## config.mk

```make
export PLATFORM = sky130hd
export DESIGN_NAME = instr_sequencer_flat
export DESIGN_NICKNAME = d
export VERILOG_FILES = /design/src/rtl/instr_sequencer_if.sv /design/src/rtl/instr_sequencer.sv /design/src/flat_wrapper.sv
export SDC_FILE = /design/constraint.sdc
export NUM_CORES = 1
export LEC_CHECK = 0
export CAP_MARGIN = 0
export CORE_ASPECT_RATIO = 0.8
export CORE_MARGIN = 3
export CORE_UTILIZATION = 45
export CTS_BUF_LIST = sky130_fd_sc_hd__clkbuf_8
export CTS_CLUSTER_DIAMETER = 40
export DETAILED_ROUTE_END_ITERATION = 8
export PLACE_DENSITY = 0.76
export REMOVE_ABC_BUFFERS = 1
export SLEW_MARGIN = 20
export SYNTH_ARGS = -nofsm -noshare
export SYNTH_HDL_FRONTEND = slang
export SYNTH_SLANG_ARGS = --single-unit
```

## constraint.sdc

```tcl
create_clock -name clock -period 4.9 [get_ports clock]
set_clock_uncertainty 0.05 [all_clocks]
set_input_delay 0.49 -clock clock [delete_from_list [all_inputs] [get_ports clock]]
set_output_delay 0.49 -clock clock [all_outputs]
set_load 0.01 [all_outputs]
```

## src/rtl/instr_sequencer_if.sv

```systemverilog
// Bus bundle between the program sequencer, its program memory and the 9-bit core.
// master: the sequencer side (drives memory address/strobe and the core's DIN/run).
// slave:  the memory + core side (returns read data and the core's done).
interface instr_sequencer_if #(
  parameter int ADDR_W = 8
);
  logic [ADDR_W-1:0] mem_addr;
  logic              mem_rd;
  logic [8:0]        mem_rdata;
  logic [8:0]        din;
  logic              run;
  logic              done;

  modport master (
    output mem_addr, mem_rd, din, run,
    input  mem_rdata, done
  );

  modport slave (
    input  mem_addr, mem_rd, din, run,
    output mem_rdata, done
  );
endinterface

```

## src/rtl/instr_sequencer.sv

```systemverilog
// Program sequencer for the 9-bit processor core.
// Fetches instruction words from a synchronous program memory (1-cycle read latency),
// presents them on the core's DIN bus and holds `run` for the whole instruction.
// MVI prefetches its immediate word so it is on DIN from the core's step 1 onward.
// A RUN phase lasting TIMEOUT cycles without `done` aborts into HALTED with `err` set.
// TIMEOUT must be at least 4.
// Optional feature: define SEQ_STEP_EN to add the `step` input, which gates the move
// from LD_INS/LD_IMM into RUN (single-step debugging). HALT is never gated.
// Reset is synchronous and active-high.
module instr_sequencer #(
  parameter int ADDR_W  = 8,
  parameter int TIMEOUT = 8
) (
  input  logic              clock,
  input  logic              reset,
  input  logic              start,
`ifdef SEQ_STEP_EN
  input  logic              step,
`endif
  instr_sequencer_if.master bus,
  output logic [ADDR_W-1:0] pc,
  output logic              busy,
  output logic              halted,
  output logic              err
);

  localparam int TW = $clog2(TIMEOUT + 1);

  localparam logic [2:0] OP_MVI  = 3'b100;
  localparam logic [2:0] OP_HALT = 3'b111;

  typedef enum logic [2:0] {
    IDLE,
    RD_INS,
    LD_INS,
    RD_IMM,
    LD_IMM,
    RUN,
    HALTED
  } state_t;

  state_t            state;
  logic [8:0]        ins_reg;
  logic [8:0]        imm_reg;
  logic [TW-1:0]     tmo_cnt;
  logic              ld_hold;
  logic [8:0]        cur_ins;
  logic              is_mvi;
  logic              step_ok;
  logic [ADDR_W-1:0] pc_next;

  // The instruction word under decode: fresh memory data on the first LD_INS cycle,
  // the already-captured copy while the step gate holds us in LD_INS.
  assign cur_ins = ld_hold ? ins_reg : bus.mem_rdata;
  assign is_mvi  = (ins_reg[8:6] == OP_MVI);
  assign pc_next = pc + (is_mvi ? ADDR_W'(2) : ADDR_W'(1));

`ifdef SEQ_STEP_EN
  assign step_ok = step;
`else
  assign step_ok = 1'b1;
`endif

  // Status flags decode straight from the state register.
  assign busy   = (state != IDLE) && (state != HALTED);
  assign halted = (state == HALTED);

  // Sequencer FSM; every bus output is registered and set on the transition into the state that needs it.
  always_ff @(posedge clock) begin
    if (reset) begin
      state        <= IDLE;
      pc           <= '0;
      bus.mem_addr <= '0;
      bus.mem_rd   <= 1'b0;
      bus.din      <= '0;
      bus.run      <= 1'b0;
      err          <= 1'b0;
      ins_reg      <= '0;
      imm_reg      <= '0;
      tmo_cnt      <= '0;
      ld_hold      <= 1'b0;
    end else begin
      bus.mem_rd <= 1'b0;
      case (state)
        IDLE, HALTED: begin
          if (start) begin
            state        <= RD_INS;
            pc           <= '0;
            err          <= 1'b0;
            bus.mem_addr <= '0;
            bus.mem_rd   <= 1'b1;
          end
        end
        RD_INS: begin
          state <= LD_INS;
        end
        LD_INS: begin
          if (!ld_hold) begin
            ins_reg <= bus.mem_rdata;
          end
          if (cur_ins[8:6] == OP_HALT) begin
            state   <= HALTED;
            ld_hold <= 1'b0;
          end else if (cur_ins[8:6] == OP_MVI) begin
            state        <= RD_IMM;
            bus.mem_addr <= pc + ADDR_W'(1);
            bus.mem_rd   <= 1'b1;
            ld_hold      <= 1'b0;
          end else if (step_ok) begin
            state   <= RUN;
            bus.run <= 1'b1;
            bus.din <= cur_ins;
            tmo_cnt <= TW'(1);
            ld_hold <= 1'b0;
          end else begin
            ld_hold <= 1'b1;
          end
        end
        RD_IMM: begin
          state <= LD_IMM;
        end
        LD_IMM: begin
          if (!ld_hold) begin
            imm_reg <= bus.mem_rdata;
          end
          if (step_ok) begin
            state   <= RUN;
            bus.run <= 1'b1;
            bus.din <= ins_reg;
            tmo_cnt <= TW'(1);
            ld_hold <= 1'b0;
          end else begin
            ld_hold <= 1'b1;
          end
        end
        RUN: begin
          if ((tmo_cnt != TW'(1)) && bus.done) begin
            state        <= RD_INS;
            pc           <= pc_next;
            bus.mem_addr <= pc_next;
            bus.mem_rd   <= 1'b1;
            bus.run      <= 1'b0;
          end else if (tmo_cnt == TW'(TIMEOUT)) begin
            state   <= HALTED;
            err     <= 1'b1;
            bus.run <= 1'b0;
          end else begin
            tmo_cnt <= tmo_cnt + TW'(1);
            bus.din <= is_mvi ? imm_reg : ins_reg;
          end
        end
        default: begin
          state <= IDLE;
        end
      endcase
    end
  end

endmodule

```

## src/flat_wrapper.sv

```systemverilog
// flat-port wrapper written by rule: the top's interface ports become plain ports
module instr_sequencer_flat 
#(
  parameter int ADDR_W  = 8,
  parameter int TIMEOUT = 8
)
  (clock, reset, start, pc, busy, halted, err, bus_mem_addr, bus_mem_rd, bus_din, bus_run, bus_mem_rdata, bus_done);
  instr_sequencer_if #(.ADDR_W(ADDR_W)) bus_i ();
  input  logic clock;
  input  logic reset;
  input  logic start;
  output logic [ADDR_W-1:0] pc;
  output logic busy;
  output logic halted;
  output logic err;
  output wire logic [$bits(bus_i.mem_addr)-1:0] bus_mem_addr;
  output wire logic [$bits(bus_i.mem_rd)-1:0] bus_mem_rd;
  output wire logic [$bits(bus_i.din)-1:0] bus_din;
  output wire logic [$bits(bus_i.run)-1:0] bus_run;
  input wire logic [$bits(bus_i.mem_rdata)-1:0] bus_mem_rdata;
  input wire logic [$bits(bus_i.done)-1:0] bus_done;
  assign bus_mem_addr = bus_i.mem_addr;
  assign bus_mem_rd = bus_i.mem_rd;
  assign bus_din = bus_i.din;
  assign bus_run = bus_i.run;
  assign bus_i.mem_rdata = bus_mem_rdata;
  assign bus_i.done = bus_done;
  instr_sequencer #(.ADDR_W(ADDR_W), .TIMEOUT(TIMEOUT)) u_core (.clock(clock), .reset(reset), .start(start), .bus(bus_i), .pc(pc), .busy(busy), .halted(halted), .err(err));
endmodule
```

==> key figures <==
Job
  – Max Cap Viol: 0

CTS
  – Max H-tree Level: 2
  – CTS Hold Buffers Added: 0
  – Cts repair resizes: 0
  – Post-CTS setup buffers: 0
  – Root Buffer: clkbuf_8
  – CTS tree: built
  – Worst skew pair latency: 0.32 ns
  – Num CTS Buffers: 5
  – CTS Sinks: 53
  – CTS Buffer Depth: 2
  – Reg clk slew, reported paths: 0.09 ns

Synthesis
  – Synth Register Bits: 53
  – Top cells by count, synth: dfxtp_1, nand2_1, a21oi_1, nor2_1, o21ai_0
  – Yosys top cell by area: dfxtp_1
  – Sequential area share after synthesis: 0.370
  – Most frequent cell after synthesis: dfxtp_1
  – Syn_area_per_cell: 7.94 um2
  – Yosys warnings: 0
  – Area contributors post-synth: dfxtp_1, a21oi_1, nand2_1, mux2i_1, o21ai_0
  – Count of cell types in the netlist: 60
  – Mapped Area: 2870 um2
  – Synth Instances: 361
  – Async set-or-reset flop fraction in the synthesized netlist: 0
  – Post-synth EDFFs: 0
  – Synth Flop Type: dfxtp_1
  – Top cell type's share of synthesized area: 0.370

Min path
  – Worst hold path class: flop to flop
  – Hold Path End: u_core.ins_reg[0]
  – Worst Hold Launch: u_core.ins_reg[0]
  – Hold Path Stages: 2

Global routing
  – Largest net degree at the start of global routing: 54
  – First-pass GRT wire length: 13.0 mm
  – GRT Overall Usage: 0.219
  – Initial antenna violation count: 0
  – Grt ovf: 0
  – Vias in the first global route: 2648

Worst setup path
  – R2r startpoint: u_core.state[0]
  – Required @ worst endpoint: 4.36 ns
  – R2R depth: 5
  – Crit start category: flop
  – WS Path Type: flop to output port
  – Worst setup path start: u_core.state[2]
  – Worst R2R End: u_core.pc[2]
  – FF-to-FF setup slack: 2.10 ns
  – CP Capture Type: output port
  – CP Max Fanout: 16
  – WP data arrival: 2.48 ns

Detailed routing
  – DR WL met3: 558 um
  – 1st-pass router iterations: 5
  – Per-cell routed wire length: 16.3 um
  – DRT iter0 DRCs: 246
  – Metal2 WL: 3.31 mm
  – Highest routing layer actually used: met4
  – DRC viols: 0
  – DR vias/cell: 6.03
  – Via count: 2806
  – DRT met1 WL: 3.59 mm
  – WL final: 7.57 mm
  – DRT antenna net count: 0

Power and ir drop
  – VDD IR max: 0.000132 V
  – Overall Power: 932 uW
  – Lkg Pwr: 1.14 nW
  – P per Cell Area: 276 nW/um2

Floorplan
  – # rows: 25
  – Die Wd: 95.2 um
  – Area of the core: 6040 um2
  – Starting density of the core: 0.475
  – Total die area: 7370 um2
  – Die Ht: 77.4 um
  – I/O Pins: 43

Final layout
  – Nets: 402
  – Design area: 3370 um2
  – Fill count: 565
  – Share of layout cells above drive strength 1: 0.0573
  – Area Growth Syn to Fin: 17.7%
  – Diode count: 0

Place
  – Estimated wirelength of the detail-placed design: 5.16 mm
  – Dpl cell area: 3280 um2
  – Port Buffer Count: 42
  – RePlAce Congestion: 0.860

STA
  – Fin. max-slew vios: 0
  – Crit path time final: 3.02 ns
  – Tcrit/Tclk final: 0.615
  – RSZ-0062 raised after global routing: no
  – Finish-stage setup viols: 0
  – Fmax: 332 MHz
  – Final hold violation count: 0
  – Hold slack: 0.411 ns
  – Post-route setup TNS: 0 ns
  – Worst slew margin: 0.476
  – Slew @ Worst Pin: 0.785 ns

Outcome
  – Outcome: completed
## logic make-up (layout without fill, tap and decap cells)
group / after synthesis / in the layout / synth area share
and+or+nand+nor: 130 / 130 / 0.222
DFF: 53 / 53 / 0.370
muxes: 10 / 10 / 0.0349
AOI/OAI and AO/OA: 115 / 115 / 0.265
buffers and inverters: 40 / 63 / 0.0585
xor gates and xnor gates: 6 / 6 / 0.0183
adders and majority gates: 7 / 7 / 0.0310
## metrics by stage
stage | util | std cells | setup WS (ns)
2_1_floorplan | - | 330 | 2.44
3_3_place_gp | 0.543 | 457 | 2.27
3_5_place_dp | 0.543 | 457 | 2.17
4_1_cts | 0.559 | 465 | 1.92
5_1_grt | 0.559 | 465 | 1.70
6_report | 0.559 | 465 | 1.88
## worst max-delay path by stage
stage	endpoint	slack [ns]	cells after the start
6_report	busy	1.88	4
5_1_grt	busy	1.70	4
3_3_place_gp	u_core.pc[2]	2.27	5
4_1_cts	busy	1.92	4
2_1_floorplan	u_core.bus.mem_addr[2]	2.44	5
3_5_place_dp	u_core.pc[2]	2.17	5
## per-layer routing
metal | global-route usage | vias up
met5 | 0 | -
met4 | 0.0735 | 0
met3 | 0.0320 | 11
met2 | 0.320 | 111
met1 | 0.325 | 1331
li1 | - | 1353
## placed cells by master (no fill, tap or decap), types with 3 or more instances in the layout
cell              n
a211oi_1          7
a21oi_1          43
a311oi_1          5
a31oi_1           3
a32oi_1           3
and2_1            4
buf_4             4
clkbuf_8          5
clkdlybuf4s50_1  41
dfxtp_1          53
ha_1              6
inv_1             9
mux2i_1          10
nand2_1          51
nand2b_1          6
nand3_1          17
nand4_1           3
nor2_1           21
nor2b_1           4
nor3_1            7
o211a_1           3
o21ai_0          19
o221ai_1          8
xnor2_1           5
## power by group
group	internal [mW]	total, mW	leakage (nW)	switching, mW
sequential	0.456	0.481	0.430	0.0253
clock	0.103	0.258	0.0447	0.155
combinational	0.0853	0.193	0.660	0.107
total	0.645	0.932	1.14	0.287
## layout make-up
cell class / instances / area (um2) / area share
Tap cell: 81 / 101 / 0.0301
Clock inverter: 3 / 25.0 / 0.00742
Multi-Input combinational cell: 268 / 1640 / 0.485
Inverter: 9 / 33.8 / 0.0100
Sequential cell: 53 / 1060 / 0.315
Timing Repair Buffer: 46 / 445 / 0.132
Clock buffer: 5 / 68.8 / 0.0204
## critical path: stages (launching register included)
cell             delay (ns)
dfxtp_1                0.65
nor2b_1                0.70
nor3_2                 0.16
inv_1                  0.12
clkdlybuf4s50_1        0.54
Note: power is estimated with default switching activity, not from simulation.
